## src/rtl/dual_switch_debouncer.sv

```systemverilog
// Two independent switch channels. Each one synchronises its raw input, debounces it
// with a stability counter and produces a clean level plus registered edge pulses.
module dsd_lane #(
  parameter int STABLE_CYCLES = 4
) (
  input  logic clk,
  input  logic rst_n,
  input  logic sw,
  output logic level,
  output logic rise,
  output logic fall,
  output logic edge_nxt
);
  localparam int CW = (STABLE_CYCLES > 1) ? $clog2(STABLE_CYCLES) : 1;
  localparam logic [CW-1:0] CNT_MAX = CW'(STABLE_CYCLES - 1);

  typedef enum logic {STABLE, PENDING} state_e;

  logic          s1, s2;
  logic [CW-1:0] cnt, cnt_nxt;
  logic          level_nxt, rise_nxt, fall_nxt;
  state_e        state;

  // The state is implied by comparing the synchronised input with the held level.
  assign state    = (s2 == level) ? STABLE : PENDING;
  assign edge_nxt = rise_nxt | fall_nxt;

  always_comb begin
    cnt_nxt   = cnt;
    level_nxt = level;
    rise_nxt  = 1'b0;
    fall_nxt  = 1'b0;
    case (state)
      STABLE:  cnt_nxt = '0;
      PENDING: begin
        if (cnt == CNT_MAX) begin
          level_nxt = s2;
          cnt_nxt   = '0;
          rise_nxt  = s2;
          fall_nxt  = ~s2;
        end else begin
          cnt_nxt = cnt + 1'b1;
        end
      end
      default: cnt_nxt = '0;
    endcase
  end

  always_ff @(posedge clk or negedge rst_n) begin
    if (!rst_n) begin
      s1    <= 1'b0;
      s2    <= 1'b0;
      cnt   <= '0;
      level <= 1'b0;
      rise  <= 1'b0;
      fall  <= 1'b0;
    end else begin
      s1    <= sw;
      s2    <= s1;
      cnt   <= cnt_nxt;
      level <= level_nxt;
      rise  <= rise_nxt;
      fall  <= fall_nxt;
    end
  end
endmodule

module dual_switch_debouncer #(
  parameter int STABLE_CYCLES = 4
) (
  input  logic clk,
  input  logic rst_n,
  input  logic sw_a,
  input  logic sw_b,
  output logic a,
  output logic b,
  output logic a_rise,
  output logic a_fall,
  output logic b_rise,
  output logic b_fall,
  output logic changed
);
  localparam int NUM_LANES = 2;

  logic [NUM_LANES-1:0] sw, level, rise, fall, edge_nxt;

  assign sw = {sw_b, sw_a};

  generate
    for (genvar i = 0; i < NUM_LANES; i++) begin : g_lane
      dsd_lane #(.STABLE_CYCLES(STABLE_CYCLES)) u_lane (
        .clk      (clk),
        .rst_n    (rst_n),
        .sw       (sw[i]),
        .level    (level[i]),
        .rise     (rise[i]),
        .fall     (fall[i]),
        .edge_nxt (edge_nxt[i])
      );
    end
  endgenerate

  // Registered from the lanes' next-pulse terms so it aligns with the pulses themselves.
  always_ff @(posedge clk or negedge rst_n) begin
    if (!rst_n) changed <= 1'b0;
    else        changed <= |edge_nxt;
  end

  assign a      = level[0];
  assign b      = level[1];
  assign a_rise = rise[0];
  assign a_fall = fall[0];
  assign b_rise = rise[1];
  assign b_fall = fall[1];
endmodule

```

## config.mk

```make
export PLATFORM = sky130hd
export DESIGN_NAME = dual_switch_debouncer
export DESIGN_NICKNAME = d
export VERILOG_FILES = /design/src/rtl/dual_switch_debouncer.sv
export SDC_FILE = /design/constraint.sdc
export NUM_CORES = 1
export LEC_CHECK = 0
export BUFFER_PORTS_ARGS = -buffer_cell sky130_fd_sc_hd__buf_2
export CELL_PAD_IN_SITES_DETAIL_PLACEMENT = 0
export CELL_PAD_IN_SITES_GLOBAL_PLACEMENT = 1
export CORE_MARGIN = 1.5
export CORE_UTILIZATION = 40
export CTS_CLUSTER_SIZE = 10
export DETAILED_ROUTE_END_ITERATION = 7
export GPL_ROUTABILITY_DRIVEN = 0
export GPL_TIMING_DRIVEN = 1
export PLACE_DENSITY_LB_ADDON = 0.1
export SKIP_LAST_GASP = 1
export SLEW_MARGIN = 15
export SYNTH_ARGS = -nofsm -noshare
export SYNTH_HDL_FRONTEND = slang
export SYNTH_SLANG_ARGS = --single-unit
```

## constraint.sdc

```tcl
create_clock -name clk -period 1.4 [get_ports clk]
set_input_delay 0.14 -clock clk [delete_from_list [all_inputs] [get_ports clk]]
set_output_delay 0.14 -clock clk [all_outputs]
set_load 0.03 [all_outputs]
```

==> results.py <==
metrics = {
    "clock_tree": {
        "cts_root_buf": "clkbuf_4",
        "cts_buffer_depth": 2,
        "post_cts_resized": 0,
        "h-tree-depth": 1,
        "post_cts_buffers": 0,
        "cts_tree": "yes",
        "cts_hold_buf": 3,
        "clock_latency_ps": 270,
        "cts-buffers-inserted": 3,
        "clock-sinks": 15,
        "clkSlewWorstSetupHoldPaths_ps": 80,
    },
    "global_routing": {
        "grtUsageTotal_pct": 11.89,
        "grt_pass1_wl_mm": 1.186,
        "first_global_vias": 306,
        "overflow": 0,
        "grt_max_degree": 16,
        "use_met2_pct": 22.08,
        "busiest_layer": "met2",
        "grt_util_met1_pct": 13.11,
        "antenna_found_initial": 0,
        "met3_usage_pct": 3.468,
    },
    "yosys": {
        "yosysWarnings": 0,
        "syn-cell-area_um2": 519.2,
        "synth_cell_types": 13,
        "synth_seq_cells": 15,
        "seq_area_frac_synth_pct": 72.29,
        "syn_inst": 33,
        "syn_nets": 39,
        "syn_area_per_cell_um2": 15.73,
    },
    "critical_path": {
        "cp.arrival_ps": 1250,
        "start_kind": "flip-flop",
        "r2r-end": "g_lane[0].u_lane.level",
        "critPathCapture": "g_lane[0].u_lane.level",
        "critPathLaunch": "g_lane[0].u_lane.cnt[0]",
        "cp_slowest_cell": "dfrtp_1",
        "critPathMaxFanout": 5,
        "max_stage_delay_ps": 370,
        "end_kind": "flip-flop",
        "worst-setup-path-type": "flip-flop to flip-flop",
        "rrSetupSlack_ps": 320,
        "crit_chain": "ha_1, mux2_2",
        "required_ps": 1570,
        "crit-reg2reg-launch": "g_lane[0].u_lane.cnt[0]",
        "reg2regPathDepth": 2,
    },
    "drt": {
        "drc_errors": 0,
        "drt-initial-drc-count": 1,
        "vias": 290,
        "routed_wl_um": 703,
        "first_pass_iters": 2,
        "ant_nets": 0,
        "avgViaCountPerCell": 4.531,
        "avgRoutedWirePerCell_um": 10.98,
    },
    "timing": {
        "rsz0062_at_grt": "false",
        "slew_viol_final": 0,
        "fin_crit_sh_pct": 77.10,
        "holdWs_ps": 287.3,
        "max_freq_mhz": 926.4,
        "slew_headroom_pct": 79.12,
        "fin_crit_ps": 1079,
        "hold_viol_final": 0,
        "finalSetupTns_ps": 0,
        "tightest_slew_ps": 313.2,
        "finClkSkew_ps": 3.844,
        "finalSetupViolCount": 0,
    },
    "floorplan": {
        "die_width_um": 39.03,
        "core_area_um2": 1156,
        "initial_core_util_pct": 44.91,
        "die_h_um": 39.03,
        "std_cell_rows": 12,
        "dieArea_um2": 1523,
        "io_pins": 11,
    },
    "min_path": {
        "worstHoldPathType": "input pin to asynchronous set/reset pin",
    },
    "outcome": {
        "outcome": "completed",
    },
    "finish": {
        "layout.cells.non_filler": 64,
        "final_util_pct": 55.63,
        "final_layout_size_suffix_gt1_share_pct": 36.00,
        "nets": 57,
        "antenna_cells": 0,
        "syn_to_final_growth_pct": 23.86,
    },
    "placement": {
        "dp.cells": 57,
        "portBuffers": 10,
    },
    "flow_run": {
        "drv_cap": 0,
    },
    "power_and_ir_drop": {
        "power_density_nw_per_um2": 1805,
        "p_leak_nw": 0.3446,
        "irDropWorstVdd_v": 0.0009738,
    },
}
-- worst max-delay path: cells and delay by family (launching register included) --
| kind | cells | cell delay (ps) |
|---|---|---|
| adders and majority gates | 1 | 250 |
| DFF | 1 | 370 |
| muxes | 1 | 350 |
-- state kept, by name, indices dropped and copies added, names as in the netlist --
name	count
changed	1
g_lane.u_lane.cnt	4
g_lane.u_lane.fall	2
g_lane.u_lane.level	2
g_lane.u_lane.rise	2
g_lane.u_lane.s1	2
g_lane.u_lane.s2	2
-- synth_stat cells (all sizes together) --
master	instances	area (um2)
nand2	2	7.510
nor3b	2	25.02
dfrtp	15	375.4
xor2	2	17.52
and3b	2	17.52
nor2	2	7.510
o21ai	1	5.000
ha	2	25.02
mux2	1	11.26
and2	2	13.77
a22o	1	10.01
inv	1	3.750
-- routing by layer --
layer  vias up  routed length, um  share of wire (%)
met4         0                  0                  0
met1       140                310                 44
met5         -                  0                  0
met3         0                 33                4.7
li1        141                  -                  -
met2         9                358                 51
-- power by group --
part           switching, mW  total (mW)  internal, mW
combinational          0.191       0.332         0.142
sequential            0.0653       0.592         0.527
clock                  0.126       0.236         0.110
-- kinds of logic after synthesis --
group / synth area share (%)
compound gates: 2.891
simple gates: 13.74
xor+xnor: 3.374
buf+inv: 0.7222
fa+ha+maj: 4.819
flops: 72.29
mux: 2.169
-- stage by stage --
step	area, um2	setup slack [ps]	power [mW]
detailed placement	586.8	333.3	0.9353
floorplan	519.2	309.5	0.8305
CTS	643.1	316.6	1.179
global placement	586.8	363.4	0.9099
global route	643.1	253.1	1.243
finish	643.1	320.6	1.161
-- how the worst min path moves through the flow --
stage / cells after the start / endpoint / start
3_5_place_dp: 1 / g_lane[1].u_lane.fall / rst_n
6_report: 2 / changed / rst_n
3_3_place_gp: 1 / g_lane[1].u_lane.rise / rst_n
2_1_floorplan: 0 / changed / rst_n
4_1_cts: 2 / changed / rst_n
5_1_grt: 2 / g_lane[1].u_lane.s2 / rst_n
-- cell type report --
| type | instances | area (um2) |
|---|---|---|
| repair buffers | 13 | 80.08 |
| fillers | 97 | 513.0 |
| flip-flops and latches | 15 | 375.4 |
| well taps | 14 | 17.52 |
| inverters | 1 | 3.754 |
| multi-input cells | 17 | 140.1 |
| clock buffers | 4 | 26.28 |
-- cell usage in the layout (no fill, tap or decap), drive strengths merged --
cell          n
xor2          2
nor3b         2
and3b         2
nor2          2
and2          2
buf          10
dfrtp        15
ha            2
nand2         2
dlygate4sd3   3
o21ai         1
a22o          1
inv           1
clkbuf        4
mux2          1
Note: power is estimated with default switching activity, not from simulation.
